File: src/rtl/interrupt_pkg.sv
// Shared types and constants for the hart-side interrupt unit.
// Cause codes follow the machine-level mcause encoding.
package interrupt_pkg;

    typedef enum logic [1:0] {
        IDLE,
        REQ,
        HANDLER
    } state_e;

    localparam logic [3:0] CAUSE_MSI = 4'd3;
    localparam logic [3:0] CAUSE_MTI = 4'd7;

    localparam logic [1:0] MTVEC_DIRECT   = 2'b00;
    localparam logic [1:0] MTVEC_VECTORED = 2'b01;

endpackage

File: src/rtl/interrupt_unit_if.sv
// Core/interruptor-facing bundle of the interrupt unit.
// The unit itself connects through the slave modport.
interface interrupt_unit_if #(
    parameter int XLEN = 32
);

    logic            i_timer_int_call;
    logic            i_software_int_call;
    logic            i_mstatus_mie;
    logic            i_mie_mtie;
    logic            i_mie_msie;
    logic [XLEN-1:0] i_mtvec;
    logic            i_instr_boundary;
    logic            i_trap_ack;
    logic            i_mret;

    logic            o_mip_mtip;
    logic            o_mip_msip;
    logic            o_trap_req;
    logic [XLEN-1:0] o_mcause;
    logic [XLEN-1:0] o_trap_vector;
    logic            o_in_handler;

    modport master (
        output i_timer_int_call,
        output i_software_int_call,
        output i_mstatus_mie,
        output i_mie_mtie,
        output i_mie_msie,
        output i_mtvec,
        output i_instr_boundary,
        output i_trap_ack,
        output i_mret,
        input  o_mip_mtip,
        input  o_mip_msip,
        input  o_trap_req,
        input  o_mcause,
        input  o_trap_vector,
        input  o_in_handler
    );

    modport slave (
        input  i_timer_int_call,
        input  i_software_int_call,
        input  i_mstatus_mie,
        input  i_mie_mtie,
        input  i_mie_msie,
        input  i_mtvec,
        input  i_instr_boundary,
        input  i_trap_ack,
        input  i_mret,
        output o_mip_mtip,
        output o_mip_msip,
        output o_trap_req,
        output o_mcause,
        output o_trap_vector,
        output o_in_handler
    );

endinterface

File: src/rtl/int_priority_enc.sv
// Picks the winning enabled-pending interrupt.
// Software interrupts outrank the timer.
import interrupt_pkg::*;

module int_priority_enc (
    input  logic       msi,
    input  logic       mti,
    output logic       valid,
    output logic [3:0] code
);

    always_comb begin
        valid = 1'b0;
        code  = 4'd0;
        if (msi) begin
            valid = 1'b1;
            code  = CAUSE_MSI;
        end else if (mti) begin
            valid = 1'b1;
            code  = CAUSE_MTI;
        end
    end

endmodule

File: src/rtl/interrupt_unit.sv
// Hart-side interrupt unit: pending bits, gating, priority,
// trap request hold and in-handler blocking until mret.
import interrupt_pkg::*;

module interrupt_unit #(
    parameter int XLEN = 32
) (
    input  logic               clk,
    input  logic               arst,
    interrupt_unit_if.slave    bus
);

    state_e          state;
    logic            mip_mtip;
    logic            mip_msip;
    logic            trap_req;
    logic            in_handler;
    logic [XLEN-1:0] mcause_q;
    logic [XLEN-1:0] vector_q;

    logic            irq_valid;
    logic [3:0]      irq_code;
    logic            take;
    logic [XLEN-1:0] base;
    logic [XLEN-1:0] vec_next;
    logic [XLEN-1:0] cause_next;

    int_priority_enc u_enc (
        .msi   (mip_msip & bus.i_mie_msie),
        .mti   (mip_mtip & bus.i_mie_mtie),
        .valid (irq_valid),
        .code  (irq_code)
    );

    assign take = bus.i_mstatus_mie
                & bus.i_instr_boundary
                & irq_valid;

    assign base = {bus.i_mtvec[XLEN-1:2], 2'b00};

    // Reserved modes 2/3 fall back to direct.
    always_comb begin
        vec_next = base;
        case (bus.i_mtvec[1:0])
            MTVEC_DIRECT:   vec_next = base;
            MTVEC_VECTORED: vec_next = base + XLEN'({irq_code, 2'b00});
            default:        vec_next = base;
        endcase
    end

    assign cause_next = {1'b1, {(XLEN-5){1'b0}}, irq_code};

    always_ff @(posedge clk or negedge arst) begin
        if (!arst) begin
            state      <= IDLE;
            mip_mtip   <= 1'b0;
            mip_msip   <= 1'b0;
            trap_req   <= 1'b0;
            in_handler <= 1'b0;
            mcause_q   <= '0;
            vector_q   <= '0;
        end else begin
            mip_mtip <= bus.i_timer_int_call;
            mip_msip <= bus.i_software_int_call;
            unique case (state)
                IDLE: begin
                    if (take) begin
                        state    <= REQ;
                        trap_req <= 1'b1;
                        mcause_q <= cause_next;
                        vector_q <= vec_next;
                    end
                end
                REQ: begin
                    if (bus.i_trap_ack) begin
                        state      <= HANDLER;
                        trap_req   <= 1'b0;
                        in_handler <= 1'b1;
                    end
                end
                HANDLER: begin
                    if (bus.i_mret) begin
                        state      <= IDLE;
                        in_handler <= 1'b0;
                    end
                end
                default: begin
                    state <= IDLE;
                end
            endcase
        end
    end

    assign bus.o_mip_mtip    = mip_mtip;
    assign bus.o_mip_msip    = mip_msip;
    assign bus.o_trap_req    = trap_req;
    assign bus.o_mcause      = mcause_q;
    assign bus.o_trap_vector = vector_q;
    assign bus.o_in_handler  = in_handler;

endmodule

File: src/flat_wrapper.sv
// flat-port wrapper written by rule: the top's interface ports become plain ports
module interrupt_unit_flat 
#(
    parameter int XLEN = 32
)
  (clk, arst, bus_i_timer_int_call, bus_i_software_int_call, bus_i_mstatus_mie, bus_i_mie_mtie, bus_i_mie_msie, bus_i_mtvec, bus_i_instr_boundary, bus_i_trap_ack, bus_i_mret, bus_o_mip_mtip, bus_o_mip_msip, bus_o_trap_req, bus_o_mcause, bus_o_trap_vector, bus_o_in_handler);
  interrupt_unit_if #(.XLEN(XLEN)) bus_i ();
  input  logic clk;
  input  logic arst;
  input wire logic [$bits(bus_i.i_timer_int_call)-1:0] bus_i_timer_int_call;
  input wire logic [$bits(bus_i.i_software_int_call)-1:0] bus_i_software_int_call;
  input wire logic [$bits(bus_i.i_mstatus_mie)-1:0] bus_i_mstatus_mie;
  input wire logic [$bits(bus_i.i_mie_mtie)-1:0] bus_i_mie_mtie;
  input wire logic [$bits(bus_i.i_mie_msie)-1:0] bus_i_mie_msie;
  input wire logic [$bits(bus_i.i_mtvec)-1:0] bus_i_mtvec;
  input wire logic [$bits(bus_i.i_instr_boundary)-1:0] bus_i_instr_boundary;
  input wire logic [$bits(bus_i.i_trap_ack)-1:0] bus_i_trap_ack;
  input wire logic [$bits(bus_i.i_mret)-1:0] bus_i_mret;
  output wire logic [$bits(bus_i.o_mip_mtip)-1:0] bus_o_mip_mtip;
  output wire logic [$bits(bus_i.o_mip_msip)-1:0] bus_o_mip_msip;
  output wire logic [$bits(bus_i.o_trap_req)-1:0] bus_o_trap_req;
  output wire logic [$bits(bus_i.o_mcause)-1:0] bus_o_mcause;
  output wire logic [$bits(bus_i.o_trap_vector)-1:0] bus_o_trap_vector;
  output wire logic [$bits(bus_i.o_in_handler)-1:0] bus_o_in_handler;
  assign bus_i.i_timer_int_call = bus_i_timer_int_call;
  assign bus_i.i_software_int_call = bus_i_software_int_call;
  assign bus_i.i_mstatus_mie = bus_i_mstatus_mie;
  assign bus_i.i_mie_mtie = bus_i_mie_mtie;
  assign bus_i.i_mie_msie = bus_i_mie_msie;
  assign bus_i.i_mtvec = bus_i_mtvec;
  assign bus_i.i_instr_boundary = bus_i_instr_boundary;
  assign bus_i.i_trap_ack = bus_i_trap_ack;
  assign bus_i.i_mret = bus_i_mret;
  assign bus_o_mip_mtip = bus_i.o_mip_mtip;
  assign bus_o_mip_msip = bus_i.o_mip_msip;
  assign bus_o_trap_req = bus_i.o_trap_req;
  assign bus_o_mcause = bus_i.o_mcause;
  assign bus_o_trap_vector = bus_i.o_trap_vector;
  assign bus_o_in_handler = bus_i.o_in_handler;
  interrupt_unit #(.XLEN(XLEN)) u_core (.clk(clk), .arst(arst), .bus(bus_i));
endmodule
File: config.mk
export PLATFORM = sky130hd
export DESIGN_NAME = interrupt_unit_flat
export DESIGN_NICKNAME = d
export VERILOG_FILES = /design/src/rtl/interrupt_pkg.sv /design/src/rtl/interrupt_unit_if.sv /design/src/rtl/int_priority_enc.sv /design/src/rtl/interrupt_unit.sv /design/src/flat_wrapper.sv
export SDC_FILE = /design/constraint.sdc
export NUM_CORES = 1
export LEC_CHECK = 0
export CAP_MARGIN = 15
export CORE_MARGIN = 2
export CORE_UTILIZATION = 42
export CTS_CLUSTER_SIZE = 12
export DETAILED_ROUTE_END_ITERATION = 12
export GPL_ROUTABILITY_DRIVEN = 0
export PLACE_DENSITY = 0.91
export SLEW_MARGIN = 20
export SYNTH_ARGS = -nofsm -noshare
export SYNTH_HDL_FRONTEND = slang
export SYNTH_SLANG_ARGS = --single-unit
File: constraint.sdc
create_clock -name clk -period 2.7 [get_ports clk]
set_clock_uncertainty 0.15 [all_clocks]
set_input_delay 0.675 -clock clk [delete_from_list [all_inputs] [get_ports clk]]
set_output_delay 0.675 -clock clk [all_outputs]
set_load 0.01 [all_outputs]
==> results of run 1 <==
## where the power goes
group / switching, uW / leakage [uW] / internal (uW)
registers: 88.1 / 0.000478 / 728
clock network: 201 / 0.0000515 / 233
logic: 314 / 0.000931 / 394
total: 603 / 0.00146 / 1360
## repair_timing
action / 4_1_cts / 5_1_grt
hold buffers: 0 / 0
gates resized for setup: 10 / 7
setup endpoints to repair: 16 / 17
buffers inserted: 2 / 3
pin swaps: 7 / 8
endpoints found under the hold margin: 0 / 0
## metal layers
metal | GRT usage [%] | up-vias
li1 | - | 1019
met4 | 6.55 | 0
met1 | 22.8 | 1008
met3 | 3.18 | 10
met2 | 33.2 | 75
met5 | 0 | -
## final timing paths
path,from,endpoint,cells past startpoint
worst min register to register,u_core.bus.o_mcause[31],u_core.bus.o_mcause[31],1
worst max-delay path,bus_i_mie_mtie,u_core.bus.o_trap_vector[26],12
worst max register to register,u_core.bus.o_mip_msip,u_core.bus.o_trap_vector[26],11
max in group asynchronous,arst,u_core.bus.o_trap_vector[27],1
min in group asynchronous,arst,u_core.bus.o_mip_msip,1
worst min-delay path,u_core.bus.o_mcause[31],u_core.bus.o_mcause[31],1
## cell families after synthesis
group,after synthesis,synth area share (%)
and+or+nand+nor,96,21.6
buffers and inverters,46,12.3
AOI/OAI and AO/OA,42,10.5
DFF,39,41.3
xor gates and xnor gates,28,10.4
adders and majority gates,4,2.44
muxes,3,1.32
other,1,0.159
## state kept, by name (all words and copies together) (netlist names)
name                      flops
u_core.bus.o_mip_msip         1
u_core.bus.o_trap_vector     30
u_core.state                  2
u_core.bus.o_mip_mtip         1
u_core.bus.o_trap_req         1
u_core.bus.o_in_handler       1
u_core.bus.o_mcause           3
## worst register-to-register path, cell delays in order (launching register included)
cell,delay [ps]
dfrtp_1,390
nand2_1,110
nand2_4,100
ha_4,140
inv_2,40
fa_2,380
nand2b_4,170
a2111oi_4,280
buf_4,200
nand4b_1,110
xor2_1,170
o21ai_1,70
## synthesized netlist by cell type, types with 5 or more instances
library cell / instances / area (um2)
clkbuf_1: 8 / 30.0
dfrtp_1: 39 / 976
nand3_1: 12 / 60.1
o21ai_1: 23 / 115
inv_1: 5 / 18.8
buf_4: 31 / 233
o21ai_0: 12 / 60.1
nand4_1: 10 / 62.6
nor2_1: 7 / 26.3
and3_1: 5 / 31.3
nand2_1: 44 / 165
xor2_1: 24 / 210
## per-stage QoR
stage                     setup WS, ps  std cells  TNS (ps)
after floorplan                   3.20        288         0
after global placement            -495        418     -8290
after detailed placement          -533        418     -9440
after CTS                         27.1        428         0
after global routing             -20.9        431     -26.9
final                              122        431         0
## final cells by class
cell class                      count  area [um2]
Tap cell                           72        90.1
Fill cell                         455        2080
Timing Repair Buffer              103         965
Multi-Input combinational cell    203        1240
Clock buffer                        8         100
Sequential cell                    39         976
Inverter                            6        22.5
==> run metrics, run 1 <==
first-pass GRT wire length=9210 um; Mapped Cells=259; drt pass-1 iters=6; die area=6240 um2; CP max FO=7; EDFF count, synth=0; max-cap viol count=0; Crit Path Class=input pin to register; Synth warnings=0; Crit-path slowest cell=fa_2; CTS tree=done; worst hold path type=register to register; starting density of the core=43.2%; Post-DP HPWL=4520 um; commonest cells after routing, fill and taps aside=clkdlybuf4s50_1, nand2_1, dfrtp_1; Num CTS Buffers=5; Wirelength per Cell=13.6 um; global route overflow=0; post-synthesis cell area=2360 um2; Inserted Diodes=0; synthesized area per cell=9.12 um2; critical path launch point type=input pin; Final min period=2580 ps; Area Growth Syn to Fin=43.7%; CP Capture Type=register; Crit path max-delay family=adder cells; Die W=79.0 um; clock-pin transition on the worst setup and hold timing paths=70 ps; initial drt markers=95; worst reg2reg setup slack=260 ps; status=finished, final reports clean; Critical Path RT=2720 ps; Placeable Area=5470 um2; total power=1960 uW; Slew headroom=42.9%; clock buffer depth=2; Final Slew Violations=0; clk_lat worst skew=300 ps; DP Area=3230 um2; Hold Vio Cnt, Final=0; flops & latches, synth=39; Max Clk Rate=0.388 GHz; leakage power=0.00146 uW; Worst IR Drop VDD=0.000291 V; initial antenna violation count=0; io pins=110; Tcrit/Tclk final=95.5%; GRT Resource Usage Total=18.7%; vias per cell=4.90; fin util=62.0%; crit-path cells=dlygate4sd2_1 > nand2_2 > nand2_4 > ha_4 > inv_2 > fa_2 > nand2b_4 > a2111oi_4 > buf_4 > nand4b_1 > xor2_1 > o21ai_1; CP peak stage delay=380 ps; Root Buffer=clkbuf_8; DR WL met2=2970 um; asr flop ratio synth=100%; largest net degree at the start of global routing=40; PwrDens=577 nW/um2; Post-Route WL=5860 um; share of cells above drive strength 1=14.5%; Worst-Margin Slew=857 ps; nets@finish=404; vias in the first global route=2062; CTS sink cnt=39; Die Ht=79.0 um; htree depth=2; Main synth FF type=dfrtp_1; Buffers on Ports=79; DRT antenna net count=0; # DRC=0; row count=27; fin area=3390 um2; top sig layer=met4; CP bufs+invs=3; most common cell after layout, fill and taps aside=clkdlybuf4s50_1; Metal-1 WL=2420 um; critical path data arrival time=2600 ps; hold_ws=325 ps; DR WL met3=375 um; Unique masters post-synth=33; final setup vio count=0; vias post-DR=2112; register area share after synthesis=41.3%
Note: power is estimated with default switching activity, not from simulation.
==> run 2: changes to the inputs <==
CORE_MARGIN = unset   (was 2)
==> run metrics, run 2 (synthesis gave the netlist of run 1 again) <==
starting density of the core=44.8% (+1.7 points); fin area=3400 um2 (+0.29%); Tcrit/Tclk final=96.3% (+0.83 points); largest net degree at the start of global routing=43 (+7.5%); Slew headroom=42.5% (-0.38 points); R2R depth=11 (unchanged); final setup vio count=0 (unchanged); crit-path cells=dlygate4sd2_1 > nand2_1 > nand2_2 > buf_6 > inv_1 > fa_2 > nand2b_4 > a2111oi_4 > buf_4 > nand4b_1 > xor2_1 > o21ai_1; Final Instance Count excl. Fillers=430 (-0.23%); Post-DP HPWL=4390 um (-2.9%); Final min period=2600 ps (+22.5 ps); clock-pin transition on the worst setup and hold timing paths=70 ps (about the same); Die Ht=77.0 um (-2.5%); worst reg2reg startpoint=u_core.bus.o_mip_msip; Critical Path RT=2770 ps (+50 ps); Crit Path Class=input pin to register; nets@finish=405 (+0.25%); worst setup path endpoint=u_core.bus.o_trap_vector[26]; setup_tns=0 ps (unchanged); DP Area=3240 um2 (+0.54%); Final Slew Violations=0 (unchanged); die area=5930 um2 (-5.0%); CTS sink cnt=39 (unchanged); vias per cell=4.80 (-2.0%); Max Clk Rate=0.385 GHz (-0.86%); critical path launch point type=input pin; Hold Vio Cnt, Final=0 (unchanged); Worst-Margin Slew=862 ps (+5.67 ps); total power=1950 uW (-0.42%); initial drt markers=78 (-18%); Inserted Diodes=0 (unchanged); CP Capture Type=register; status=finished, final reports clean; io pins=110 (unchanged); worst hold path type=register to register; worst reg2reg setup slack=320 ps (+60 ps); share of cells above drive strength 1=13.6% (-0.87 points); commonest cells after routing, fill and taps aside=clkdlybuf4s50_1, nand2_1, dfrtp_1; Worst IR Drop VDD=0.000316 V (+8.7%); vias post-DR=2066 (-2.2%); CP max FO=7 (unchanged); row count=26 (-3.7%); Post-Route WL=5750 um (-1.9%); leakage power=0.00147 uW (+0.87%); initial antenna violation count=0 (unchanged); Placeable Area=5270 um2 (-3.7%); # DRC=0 (unchanged); max-cap viol count=0 (unchanged); r2r endpoint=u_core.bus.o_trap_vector[26]; critical path data arrival time=2670 ps (+70 ps); htree depth=2 (unchanged); CP peak stage delay=350 ps (-30 ps); drt pass-1 iters=4 (-2); GRT Resource Usage Total=20.3% (+1.6 points); first-pass GRT wire length=9490 um (+3.1%); Wirelength per Cell=13.4 um (-1.7%); CP startpoint=bus_i_mie_msie; Fill cells=433 (-4.8%); Num CTS Buffers=5 (unchanged); most common cell after layout, fill and taps aside=clkdlybuf4s50_1; Crit-path slowest cell=fa_2; CTS tree=done; clock buffer depth=2 (unchanged); clk_lat worst skew=290 ps (about the same); Area Growth Syn to Fin=44.1%; PwrDens=573 nW/um2 (-0.71%); Post-Place Cells=417 (-0.24%); hold_buf cts=0 (unchanged); fin util=64.6% (+2.6 points); max FFs per register=30 (unchanged); global route overflow=0 (unchanged); Buffers on Ports=79 (unchanged); vias in the first global route=1989 (-3.5%); DRT antenna net count=0 (unchanged); Die W=77.0 um (-2.5%); Root Buffer=clkbuf_8
[run 2: timing repair]
item | 4_1_cts | 5_1_grt
setup endpoints to repair | 16 | 12
buffers inserted | 4 | 1
gates resized for setup | 6 | 6
pin swaps | 7 | 4
[run 2: routing by layer]
metal	part of all wire [%]	vias to the layer above	routed length [um]	global-route usage [%]
met2	51	78	2950	35.4
li1	-	1022	-	-
met4	1.5	0	85	6.98
met5	0	-	0	0
met1	42	957	2400	25.1
met3	5.4	9	312	3.81
[run 2: report_power, final]
part / switching, uW / internal [uW]
clock: 198 / 233
sequential: 82.3 / 728
combinational: 310 / 399
total: 590 / 1360
[run 2: critical path: cells and delay by family]
| kind | cells | cell delay [ps] |
|---|---|---|
| compound gates | 2 | 450 |
| xor+xnor | 1 | 160 |
| fa+ha+maj | 1 | 350 |
| buf+inv | 4 | 570 |
| simple gates | 4 | 470 |
[run 2: metrics by stage]
step / hold WS, ps / worst slack (ps)
CTS: 325 / 45.6
detailed placement: 307 / -531
finish: 315 / 99.7
global route: 350 / -10.6
global placement: 298 / -483
floorplan: 229 / 3.20
[run 2: worst min path at each step]
stage | start | endpoint | cells after the start
floorplan | arst | u_core.bus.o_in_handler | 0
detailed placement | u_core.bus.o_mcause[31] | u_core.bus.o_mcause[31] | 1
global placement | u_core.bus.o_mcause[31] | u_core.bus.o_mcause[31] | 1
CTS | u_core.bus.o_mcause[31] | u_core.bus.o_mcause[31] | 1
finish | u_core.bus.o_mcause[31] | u_core.bus.o_mcause[31] | 1
global route | u_core.bus.o_mcause[31] | u_core.bus.o_mcause[31] | 1
[run 2: layout make-up]
type | instances | area [um2] | area share, %
multi-input combinational | 203 | 1230 | 36.1
timing repair buffer | 104 | 988 | 29.0
sequential | 39 | 976 | 28.7
clock buffer | 8 | 100 | 2.94
tap | 70 | 87.6 | 2.57
inverter | 6 | 22.5 | 0.662
